**src/rtl/rect_ctrl_pkg.sv**
```systemverilog
// rect_ctrl_pkg: shared widths, register IDs, FSM encoding and helpers for the
// rect_renderer chain programmer.
package rect_ctrl_pkg;

   localparam int X_W      = 11;
   localparam int Y_W      = 12;
   localparam int COLOR_W  = 12;

   localparam int REG_XCOORD = 0;
   localparam int REG_YCOORD = 1;
   localparam int REG_WIDTH  = 2;
   localparam int REG_HEIGHT = 3;
   localparam int REG_COLOR  = 4;
   localparam int NUM_REGS   = 5;
   localparam int REG_ID_W   = 3;

   localparam logic [COLOR_W-1:0] DEFAULT_COLOR = 12'hFFF;

   // One whole shape: five 12-bit fields, indexed by register ID.
   typedef logic [NUM_REGS-1:0][COLOR_W-1:0] field_vec_t;

   // Renderer power-up contents: zero geometry, white colour.
   localparam field_vec_t SHADOW_RESET = {DEFAULT_COLOR, {((NUM_REGS-1)*COLOR_W){1'b0}}};

   typedef enum logic {
      ST_IDLE = 1'b0,
      ST_SEND = 1'b1
   } state_t;

   // Lowest set bit of a pending-beat mask; beats go out in register-ID order.
   function automatic logic [REG_ID_W-1:0] first_set(input logic [NUM_REGS-1:0] mask);
      logic [REG_ID_W-1:0] idx;
      idx = '0;
      for (int i = NUM_REGS - 1; i >= 0; i--) begin
         if (mask[i]) idx = REG_ID_W'(i);
      end
      return idx;
   endfunction

endpackage

```
**src/rtl/rect_shadow_regs.sv**
```systemverilog
// rect_shadow_regs: per-shape copy of what the renderer chain currently holds,
// plus a field-by-field compare against an incoming command.
// Only instantiated when RECT_SHADOW_EN is defined.
module rect_shadow_regs
   import rect_ctrl_pkg::*;
#(
   parameter int NUM_SHAPES = 8,
   parameter int SHAPE_W    = 3
) (
   input  logic                clk,
   input  logic                rst,
   input  logic [SHAPE_W-1:0]  rd_shape,
   input  field_vec_t          rd_fields,
   output logic [NUM_REGS-1:0] diff_mask,
   input  logic                wr_en,
   input  logic [SHAPE_W-1:0]  wr_shape,
   input  logic [REG_ID_W-1:0] wr_reg,
   input  logic [COLOR_W-1:0]  wr_data
);

   field_vec_t row_w [NUM_SHAPES];
   field_vec_t rd_row;

   genvar gi;
   generate
      for (gi = 0; gi < NUM_SHAPES; gi++) begin : g_shape
         localparam logic [SHAPE_W-1:0] IDX = SHAPE_W'(gi);
         field_vec_t row_q, row_d;

         // Overwrite one field of this shape when its beat goes out.
         always_comb begin
            row_d = row_q;
            if (wr_en && (wr_shape == IDX)) row_d[wr_reg] = wr_data;
         end

         // Shadow row register, back to renderer defaults on reset.
         always_ff @(posedge clk) begin
            if (rst) row_q <= SHADOW_RESET;
            else     row_q <= row_d;
         end

         assign row_w[gi] = row_q;
      end
   endgenerate

   // Select the addressed row; out-of-range indices read as defaults (unused).
   always_comb begin
      rd_row = SHADOW_RESET;
      for (int s = 0; s < NUM_SHAPES; s++) begin
         if (int'(rd_shape) == s) rd_row = row_w[s];
      end
   end

   generate
      for (gi = 0; gi < NUM_REGS; gi++) begin : g_diff
         assign diff_mask[gi] = (rd_fields[gi] != rd_row[gi]);
      end
   endgenerate

endmodule

```
**src/rtl/rect_chain_programmer.sv**
```systemverilog
// rect_chain_programmer: turns whole-shape commands into five programming
// beats and merges them into the pixel stream during blanking.
// Build option: RECT_SHADOW_EN skips beats whose value the shape already holds.
module rect_chain_programmer
   import rect_ctrl_pkg::*;
#(
   parameter int NUM_SHAPES = 8,
   parameter int SHAPE_W    = 3
) (
   input  logic               clk,
   input  logic               rst,
   input  logic               cmd_valid,
   output logic               cmd_ready,
   input  logic [SHAPE_W-1:0] cmd_shape,
   input  logic [10:0]        cmd_xcoord,
   input  logic [11:0]        cmd_ycoord,
   input  logic [10:0]        cmd_width,
   input  logic [11:0]        cmd_height,
   input  logic [11:0]        cmd_color,
   input  logic               pix_valid,
   input  logic [10:0]        pix_x,
   input  logic [11:0]        pix_y,
   input  logic [11:0]        pix_data,
   input  logic               blank,
   output logic               program_out,
   output logic [10:0]        x_out,
   output logic [11:0]        y_out,
   output logic [11:0]        data_out,
   output logic               busy,
   output logic               bad_cmd
);

   state_t                state_q, state_d;
   logic [SHAPE_W-1:0]    shape_q, shape_d;
   field_vec_t            fields_q, fields_d;
   logic [NUM_REGS-1:0]   pending_q, pending_d;
   logic                  cmd_ready_q, cmd_ready_d;
   logic                  busy_q, busy_d;
   logic                  bad_cmd_q, bad_cmd_d;
   logic                  program_q, program_d;
   logic [X_W-1:0]        x_q, x_d;
   logic [Y_W-1:0]        y_q, y_d;
   logic [COLOR_W-1:0]    data_q, data_d;

   field_vec_t            cmd_fields;
   logic [NUM_REGS-1:0]   diff_mask;
   logic                  shape_ok;
   logic [REG_ID_W-1:0]   beat_idx;
   logic                  beat_fire;

   // Command fields packed by register ID, 11-bit ones zero-extended.
   always_comb begin
      cmd_fields             = '0;
      cmd_fields[REG_XCOORD] = {1'b0, cmd_xcoord};
      cmd_fields[REG_YCOORD] = cmd_ycoord;
      cmd_fields[REG_WIDTH]  = {1'b0, cmd_width};
      cmd_fields[REG_HEIGHT] = cmd_height;
      cmd_fields[REG_COLOR]  = cmd_color;
   end

   assign shape_ok  = (int'(cmd_shape) < NUM_SHAPES);
   assign beat_idx  = first_set(pending_q);
   // A beat may only use a blanking slot that no pixel occupies.
   assign beat_fire = (state_q == ST_SEND) && (pending_q != '0) && blank && !pix_valid;

`ifdef RECT_SHADOW_EN
   rect_shadow_regs #(
      .NUM_SHAPES (NUM_SHAPES),
      .SHAPE_W    (SHAPE_W)
   ) u_shadow (
      .clk       (clk),
      .rst       (rst),
      .rd_shape  (cmd_shape),
      .rd_fields (cmd_fields),
      .diff_mask (diff_mask),
      .wr_en     (beat_fire),
      .wr_shape  (shape_q),
      .wr_reg    (beat_idx),
      .wr_data   (fields_q[beat_idx])
   );
`else
   assign diff_mask = '1;
`endif

   // Next-state, beat scheduling and output mux (pixel pass-through by default).
   always_comb begin
      state_d   = state_q;
      shape_d   = shape_q;
      fields_d  = fields_q;
      pending_d = pending_q;
      bad_cmd_d = 1'b0;
      program_d = 1'b0;
      x_d       = pix_x;
      y_d       = pix_y;
      data_d    = pix_valid ? pix_data : '0;

      case (state_q)
         ST_IDLE: begin
            if (cmd_valid && cmd_ready_q) begin
               if (!shape_ok) begin
                  bad_cmd_d = 1'b1;
               end else begin
                  shape_d   = cmd_shape;
                  fields_d  = cmd_fields;
                  pending_d = diff_mask;
                  state_d   = ST_SEND;
               end
            end
         end
         ST_SEND: begin
            if (pending_q == '0) begin
               // Nothing differed from the shadow: finish without any beat.
               state_d = ST_IDLE;
            end else if (beat_fire) begin
               program_d           = 1'b1;
               x_d                 = X_W'(shape_q);
               y_d                 = Y_W'(beat_idx);
               data_d              = fields_q[beat_idx];
               pending_d[beat_idx] = 1'b0;
               if (pending_d == '0) state_d = ST_IDLE;
            end
         end
         default: state_d = ST_IDLE;
      endcase

      cmd_ready_d = (state_d == ST_IDLE);
      busy_d      = (state_d == ST_SEND);
   end

   // All state and outputs registered; everything clears on reset.
   always_ff @(posedge clk) begin
      if (rst) begin
         state_q     <= ST_IDLE;
         shape_q     <= '0;
         fields_q    <= '0;
         pending_q   <= '0;
         cmd_ready_q <= 1'b0;
         busy_q      <= 1'b0;
         bad_cmd_q   <= 1'b0;
         program_q   <= 1'b0;
         x_q         <= '0;
         y_q         <= '0;
         data_q      <= '0;
      end else begin
         state_q     <= state_d;
         shape_q     <= shape_d;
         fields_q    <= fields_d;
         pending_q   <= pending_d;
         cmd_ready_q <= cmd_ready_d;
         busy_q      <= busy_d;
         bad_cmd_q   <= bad_cmd_d;
         program_q   <= program_d;
         x_q         <= x_d;
         y_q         <= y_d;
         data_q      <= data_d;
      end
   end

   assign cmd_ready   = cmd_ready_q;
   assign busy        = busy_q;
   assign bad_cmd     = bad_cmd_q;
   assign program_out = program_q;
   assign x_out       = x_q;
   assign y_out       = y_q;
   assign data_out    = data_q;

endmodule

```
**config.mk**
```make
export PLATFORM = sky130hd
export DESIGN_NAME = rect_chain_programmer
export DESIGN_NICKNAME = d
export VERILOG_FILES = /design/src/rtl/rect_ctrl_pkg.sv /design/src/rtl/rect_shadow_regs.sv /design/src/rtl/rect_chain_programmer.sv
export SDC_FILE = /design/constraint.sdc
export NUM_CORES = 1
export LEC_CHECK = 0
export ABC_AREA = 0
export BUFFER_PORTS_ARGS = -buffer_cell sky130_fd_sc_hd__buf_2
export CORE_MARGIN = 5
export CORE_UTILIZATION = 49
export DETAILED_ROUTE_END_ITERATION = 8
export PLACE_DENSITY = 0.79
export REMOVE_ABC_BUFFERS = 1
export SLEW_MARGIN = 40
export SYNTH_ARGS = -nofsm -noshare
export SYNTH_HDL_FRONTEND = slang
export SYNTH_SLANG_ARGS = --single-unit
export TNS_END_PERCENT = 10
```
**constraint.sdc**
```tcl
create_clock -name clk -period 2.2 [get_ports clk]
set_clock_uncertainty 0.05 [all_clocks]
set_input_delay 0.44 -clock clk [delete_from_list [all_inputs] [get_ports clk]]
set_output_delay 0.44 -clock clk [all_outputs]
set_load 0.01 [all_outputs]
```
---- Word-level counts from Yosys, hierarchy flattened ----
Cells that the tools add are included.
operators by class
  multiplexer cells ....................... 29
  equal/unequal tests ..................... 3
  bitwise logic cells ..................... 4
  order comparisons ....................... 2
  reduce and logical (&&, ||, !) cells .... 12
operator list
  cell                                                   count
  2-to-1 mux 12 bit                                      8
  binary-select mux 12 bit (select 3 bit)                1
  2-to-1 mux 11 bit                                      3
  2-to-1 mux 3 bit                                       5
  2-to-1 mux 5 bit                                       3
  logical NOT 5 bit                                      2
  case mux 5 bit (2 select lines)                        1
  2-to-1 mux 1 bit                                       6
  bitwise AND 5 bit                                      1
  logical AND 1 bit                                      5
  inverter 5 bit                                         1
  nonzero test 5 bit                                     1
  < comparator 3 x 4 -> 1 bit, second input constant     1
  inequality test 2 bit, second input constant           2
  demux 1 bit (select 3 bit)                             1
  >= comparator 3 x 1 -> 1 bit, second input constant    1
  AND reduction 3 bit                                    1
  OR reduction 3 bit                                     1
  inequality test 2 x 1 -> 1 bit, second input constant  1
  inverter 1 bit                                         2
  case mux 1 bit (2 select lines)                        1
  AND reduction 2 bit                                    1
  logical NOT 1 bit                                      1
word-level totals
  bits of input ports ..................... 101
  output and inout bits ................... 39
  bits in registers ....................... 104
  logic and storage cells ................. 63

---- Logic depth before layout (Yosys ltp) ----
Gate-level depths: netlist (run 1).
  depth after elaboration ................. 17
  depth in mapped cells ................... 7
  mapped depth without buffers ............ 4

---- Least setup slack after synthesis (run 1) ----
No wires, ideal clock.
  path type ............................... reg-to-reg
  start ................................... register pending_q[1]
  end ..................................... register x_q[10], in the netlist x_out[10]
  slack ................................... 382 ps
  data arrival time ....................... 1709 ps
  required time ........................... 2091 ps
  path buffers ............................ 3
  clock period less this slack ............ 1818 ps
  cell stages (with the launch flop) ...... 8
  setup time .............................. 59 ps
  cells stage by stage .................... dfxtp_1 buf_2 or4_4 buf_6 o21ai_4 and2b_2 buf_4 and2_1
between the ends
  longest elaborated chain between the ends .. 7
  elaborated cells between the ends (all ways) .. 8
  classes of those cells .................. 3 x mux; 5 x reduce/logical
ends and longest elaborated chain
  element                          line                          source
  start, declared                  rect_chain_programmer.sv:36   logic [NUM_REGS-1:0] pending_q, pending_d;
  start signal, assigned           rect_chain_programmer.sv:148  pending_q <= pending_d;
  nonzero test 5 bit               rect_chain_programmer.sv:64   assign beat_fire = (state_q == ST_SEND) && (pending_q != '0) && blank && !pix_valid;
  logical AND 1 bit (3 in series)  rect_chain_programmer.sv:64
  2-to-1 mux 11 bit                rect_chain_programmer.sv:114  end else if (beat_fire) begin
  2-to-1 mux 11 bit (*)            rect_chain_programmer.sv:111  if (pending_q == '0) begin
  2-to-1 mux 11 bit (*)            rect_chain_programmer.sv:97   case (state_q)
  end signal, assigned             rect_chain_programmer.sv:141  x_q <= '0;
  end signal, assigned             rect_chain_programmer.sv:153  x_q <= x_d;
  end, declared                    rect_chain_programmer.sv:41   logic [X_W-1:0] x_q, x_d;
Every way passes the cells marked *; elsewhere a longest branch is shown, timed or not.
A chain may end at the register's enable or synchronous reset.

---- Worst setup path after layout (run 1) ----
  start ................................... register pending_q[0]
  end ..................................... register x_q[7], in the netlist x_out[7]
Same word-level chain as after synthesis.

==> results of run 1 <==
[state kept, by name, indices dropped and copies added, names as in the netlist]
| register | count |
|---|---|
| data_out | 12 |
| y_out | 12 |
| fields_q | 58 |
| program_out | 1 |
| x_out | 11 |
| cmd_ready | 1 |
| pending_q | 5 |
| busy | 1 |
| shape_q | 3 |
[Yosys cell counts (2+ instances only)]
cell      count  area, sq um
nand2_1     134        503.0
buf_1         4        15.01
and2_1       17        106.4
nand3b_1      2        15.01
inv_1         6        22.52
or2_2         2        12.51
nor2_1        9        33.78
nor2b_1       3        18.77
a221oi_1     11        96.34
o21ai_0      14        70.07
a22oi_1      11        82.58
buf_4         2        15.01
mux2i_1       3        30.03
dfxtp_1     104         2082
a21oi_1      70        350.3
clkbuf_1     26        97.59
a211oi_1      3        22.52
o221ai_1      8        70.07
buf_2         2        10.01
o22ai_1       3        18.77
nor3_1        2        10.01
[worst paths after layout]
kind | cells after the start | to | slack [ns] | start
min reg2reg | 2 | fields_q[52] | 0.41 | fields_q[52]
min | 2 | y_out[9] | 0.21 | pix_y[9]
max reg2reg | 4 | x_out[7] | 0.36 | pending_q[0]
max | 4 | x_out[7] | 0.36 | pending_q[0]
[per-stage QoR]
stage	utilization	setup TNS (ns)	instance area (sq um)	power, mW
6_report	0.6250	0	4805	3.736
5_1_grt	0.6250	0	4805	3.913
4_1_cts	0.6250	0	4805	3.757
3_5_place_dp	0.5983	0	4599	2.562
3_3_place_gp	0.5980	0	4597	2.545
2_1_floorplan	-	-35.07	3684	2.317
[layer usage]
metal	track usage	vias to the layer above	routed length [microns]
met5	0	-	0
met3	0.04459	16	733
met4	0.08193	0	200
met2	0.3521	134	4845
met1	0.2654	1598	4256
li1	-	1787	-
[cell type report]
cell class	count	area, sq um	share of cell area
Sequential cell	104	2082	0.4333
Clock buffer	10	137.6	0.02865
Clock inverter	6	67.56	0.01406
Tap cell	102	127.6	0.02656
Timing Repair Buffer	148	778.2	0.1620
Multi-Input combinational cell	308	1585	0.3299
Inverter	7	26.28	0.005469
[logic make-up (layout without fill, tap and decap cells)]
kind of cell	count (synthesis)	in the layout	share of synthesized area
AOI/OAI and AO/OA	127	127	0.2018
and+or+nand+nor	177	177	0.2005
DFF	104	104	0.5433
muxes	3	3	0.007836
buffers and inverters	42	171	0.04570
other	1	1	0.0009785
[power breakdown]
part	total (mW)	switching (mW)	internal, mW
combinational	0.480	0.275	0.205
sequential	2.03	0.0518	1.98
clock	1.22	0.661	0.561
total	3.74	0.987	2.75
==> results by group, run 1 <==
Clock network
  – CTS clk-pin slew, worst paths: ~0.10 ns
  – TritonCTS clock tree: built
  – Clock buffer depth: 2
  – Clock Tree Root: clkbuf_8
  – Post-CTS sizing: 0
  – Clock Latency Late Sink: 0.37 ns
  – Clock Sinks: 104
  – H-tree levels: 3
  – Hold_buf cts: 0
  – Post-CTS Setup Bufs: 0
  – TritonCTS buffer count: 9

Route
  – Via-per-instance ratio: 5.161
  – Wirelength per Cell: 14.65 microns
  – DR vias: 3535
  – Starting DRT DRC Count: 158
  – 1st-pass router iterations: 5
  – Post-Route WL: 10.04 mm
  – DRT antenna net count: 0
  – Remaining DRCs: 0

Worst setup path
  – CP bufs+invs: 0
  – CP endpoint kind: flop
  – CP peak stage delay: 0.61 ns
  – Required time worst endpoint: around 2.5 ns
  – Crit-path max FO: 17
  – Delay-heaviest family, CP: simple AND/OR/NAND/NOR gates
  – CP arrival: 2.10 ns
  – Setup Crit Path Kind: reg -> reg
  – Crit-path cells: or4_4 > o21ai_4 > and2b_2 > and2_1
  – CP startpoint kind: flop
  – Slowest cell on crit path: or4_4

Run
  – Max-Cap Viols: 0

Yosys
  – Cell Area, Synth: ~3800 sq um
  – Seq/Total Area, Yosys: 0.5433
  – Yosys warning total: 0
  – Synth async-reset ratio: 0
  – Seq cells post-synth: around 100
  – Number of synthesized flops with an enable pin: 0
  – Avg Synthesized Cell Area: 8.441 sq um
  – Synth Instances: 454
  – Main synth FF type: dfxtp_1
  – Synth cell types: 39

Min path
  – Worst min-delay path class: in -> reg

Floorplan
  – Die area: 9689 sq um
  – Die span in y: slightly below 100 microns
  – Die Wd: between 90 and 100 microns
  – Core Area: a little under 8000 sq um
  – Number of core rows: 32
  – Initial Utilization: 0.4985
  – IO Pins: 140

Final layout
  – Non-filler instance count after layout: 685
  – Share of layout cells above drive strength 1: 0.2950
  – Fill cells: 698
  – Nets: 679
  – Commonest non-fill, non-tap cell in the layout: buf_2
  – Ant diodes: 0
  – Commonest non-fill, non-tap cells in the layout: buf_2 (138), nand2_1 (134), dfxtp_1 (104)
  – Layout area overhead: 25.37%

STA
  – # setup viols final: 0
  – Final Hold Fails: 0
  – Slew Limit Headroom: 0.5310
  – Final Max Tran Viols: 0
  – Hold Slack: 0.2145 ns
  – RSZ-0062 raised after global routing: false
  – Post-route setup slack: 0.3585 ns
  – Crit share post-route: 0.8370
  – Fmax: 543.0 MHz
  – Worst Tran Pin Value: ~0.70 ns
  – Final min period: 1.842 ns

Outcome
  – Status: finished clean

Place
  – Port Buf Inserts: about 140
  – Routability congestion estimate: 0.8570
  – Dpl cells: 669
  – Pre-CTS setup slack: 0.3581 ns
  – Detailed placement HPWL: 7.012 mm

Global routing
  – Largest net degree at the start of global routing: 68
  – Global-route wire length before repair: 16.49 mm
  – Vias in the first global route: roughly 3500
  – Initial antenna violation count: 0
  – Total grt overflow: 0
  – Gr usage total: 0.2101

Power
  – Static leakage: 2.024 nW
  – VDD IR-drop max: 0.4081 mV
  – PwrDens: 777.6 nW/um^2
No activity file was read; power rests on OpenSTA's default activity.
==> run 2, diff against run 1 <==
clock period = 1.9 ns   (was 2.2 ns; I/O delays follow)
==> run 2 against run 1 <==
Clock power grew 23%. Die area unchanged. Flip-flop and latch count stayed put. Utilization rose by 0.68 points. Critical path type unchanged. Critical endpoint is now x_out[3].
==> results by group, run 2 (synthesis gave the netlist of run 1 again) <==
Worst setup path
  – Setup Crit Path Kind: reg -> reg
  – Crit-path max FO: 17
  – CP arrival: 2.03 ns
  – Worst R2R Setup Slack: 0.12 ns
  – R2R cell count: 4
  – Required time worst endpoint: around 2.2 ns
  – CP endpoint kind: flop
  – Crit path from: pending_q[0]
  – Crit path capture: x_out[3]
  – CP startpoint kind: flop
  – Reg-to-Reg End: x_out[3]
  – Critical R2R Launch: pending_q[0]

Run
  – Max-Cap Viols: 0

Floorplan
  – Core Area: 7687 sq um
  – Number of core rows: 32
  – Die span in y: 98.44 microns
  – Initial Utilization: 0.4985
  – Die Wd: 98.44 microns
  – Die area: around 9700 sq um
  – IO Pins: 140

STA
  – Fmax: around 560 MHz
  – Crit share post-route: 0.9370
  – Final min period: 1.780 ns
  – Slew Limit Headroom: 0.6076
  – Final Hold Fails: 0
  – RSZ-0062 raised after global routing: false
  – # setup viols final: 0
  – Final Max Tran Viols: 0
  – Worst Tran Pin Value: 0.5860 ns

Clock network
  – Post-CTS Setup Bufs: 0
  – Clock Tree Root: clkbuf_8
  – Hold_buf cts: 0
  – Clock Sinks: 104
  – CTS clk-pin slew, worst paths: 0.09 ns
  – H-tree levels: 3
  – Post-CTS sizing: 0
  – TritonCTS clock tree: built
  – Clock Latency Late Sink: 0.36 ns
  – Clock buffer depth: 2
  – TritonCTS buffer count: 9

Final layout
  – Commonest non-fill, non-tap cells in the layout: buf_2 (138), nand2_1 (134), dfxtp_1 (104)
  – Commonest non-fill, non-tap cell in the layout: buf_2
  – Largest Register: fields_q
  – Share of layout cells above drive strength 1: 0.3003
  – Ant diodes: 0
  – Nets: approximately 700
  – Layout area overhead: 26.74%
  – Max FFs per register: 58
  – Fill cells: 681
  – Design area: 4857 sq um

Route
  – 1st-pass router iterations: 4
  – DRT antenna net count: 0
  – Via-per-instance ratio: 5.164
  – Post-Route WL: 10.05 mm
  – Wirelength per Cell: between 10 and 15 microns
  – Remaining DRCs: 0
  – Starting DRT DRC Count: 131
  – DR vias: 3553

Global routing
  – Vias in the first global route: around 3400
  – Largest net degree at the start of global routing: 68
  – Initial antenna violation count: 0
  – Gr usage total: 0.2050
  – Total grt overflow: 0
  – Global-route wire length before repair: 16.22 mm

Power
  – PwrDens: 910.5 nW/um^2
  – Static leakage: 2.059 nW
  – VDD IR-drop max: 0.3978 mV
  – Total power: ~4.4 mW

Outcome
  – Status: finished clean

Min path
  – Worst min-delay path class: in -> reg

Place
  – Post-Place Cell Area: between 4000 and 5000 sq um
  – Port Buf Inserts: between 100 and 150
  – Detailed placement HPWL: 7.013 mm
  – Routability congestion estimate: 0.8335
run 2: changes by cell type in the layout (fill, tap and decap cells not counted), sizes merged:
cell | previous run | this run
clkinv | 3 | 4
clkinvlp | 2 | 1
bufinv | 1 | 2
buf | 148 | 151
inv | 7 | 6
run 2: how the worst min path moves through the flow:
| stage | startpoint | endpoint | slack [ns] | depth (start not counted) |
|---|---|---|---|---|
| finish | pix_y[9] | y_out[9] | 0.17 | 2 |
| global route | pix_y[9] | y_out[9] | 0.14 | 2 |
| global placement | fields_q[31] | fields_q[31] | 0.39 | 2 |
| CTS | pix_y[9] | y_out[9] | 0.15 | 2 |
| detailed placement | fields_q[51] | fields_q[51] | 0.40 | 2 |
| floorplan | shape_q[0] | shape_q[0] | 0.38 | 2 |
run 2: layer usage:
metal / global-route usage / share of wire / wire [microns]
met1: 0.2588 / 0.41 / 4135
met4: 0.07668 / 0.016 / 162
met2: 0.3500 / 0.49 / 4969
met3: 0.03680 / 0.078 / 780
met5: 0 / 0 / 0
run 2: layout make-up:
cell class                 instances  area (sq um)  share of cell area
clock inverter                     6         82.58             0.01700
tap                              102         127.6             0.02628
timing repair buffer             151         813.3              0.1674
clock buffer                      10         137.6             0.02834
inverter                           7         26.28            0.005410
multi-input combinational        308          1588              0.3269
sequential                       104          2082              0.4286
run 2: metrics by stage:
| stage | hold slack (ns) | TNS [ns] | worst slack, ns | utilization | std cells |
|---|---|---|---|---|---|
| 6_report | 0.1669 | 0 | 0.1196 | 0.6318 | 688 |
| 5_1_grt | 0.1434 | 0 | 0.02300 | 0.6318 | 688 |
| 4_1_cts | 0.1512 | 0 | 0.1074 | 0.6315 | 688 |
| 3_5_place_dp | 0.3975 | 0 | 0.1391 | 0.6029 | 672 |
| 3_3_place_gp | 0.3919 | 0 | 0.1750 | 0.6025 | 672 |
| 2_1_floorplan | 0.3796 | -50.96 | -0.8071 | - | 419 |
run 2: power by group:
group	internal, mW	total (mW)	switching (mW)	leakage, nW
Sequential	2.30	2.35	0.0579	0.853
Clock	0.771	1.50	0.725	0.112
Combinational	0.245	0.573	0.327	1.09
run 2: critical path: stages, from the launching register on:
cell and delay (ns):
dfxtp_1 0.33, or4_4 0.59, o21ai_4 0.27, and2b_2 0.32, and2_1 0.16
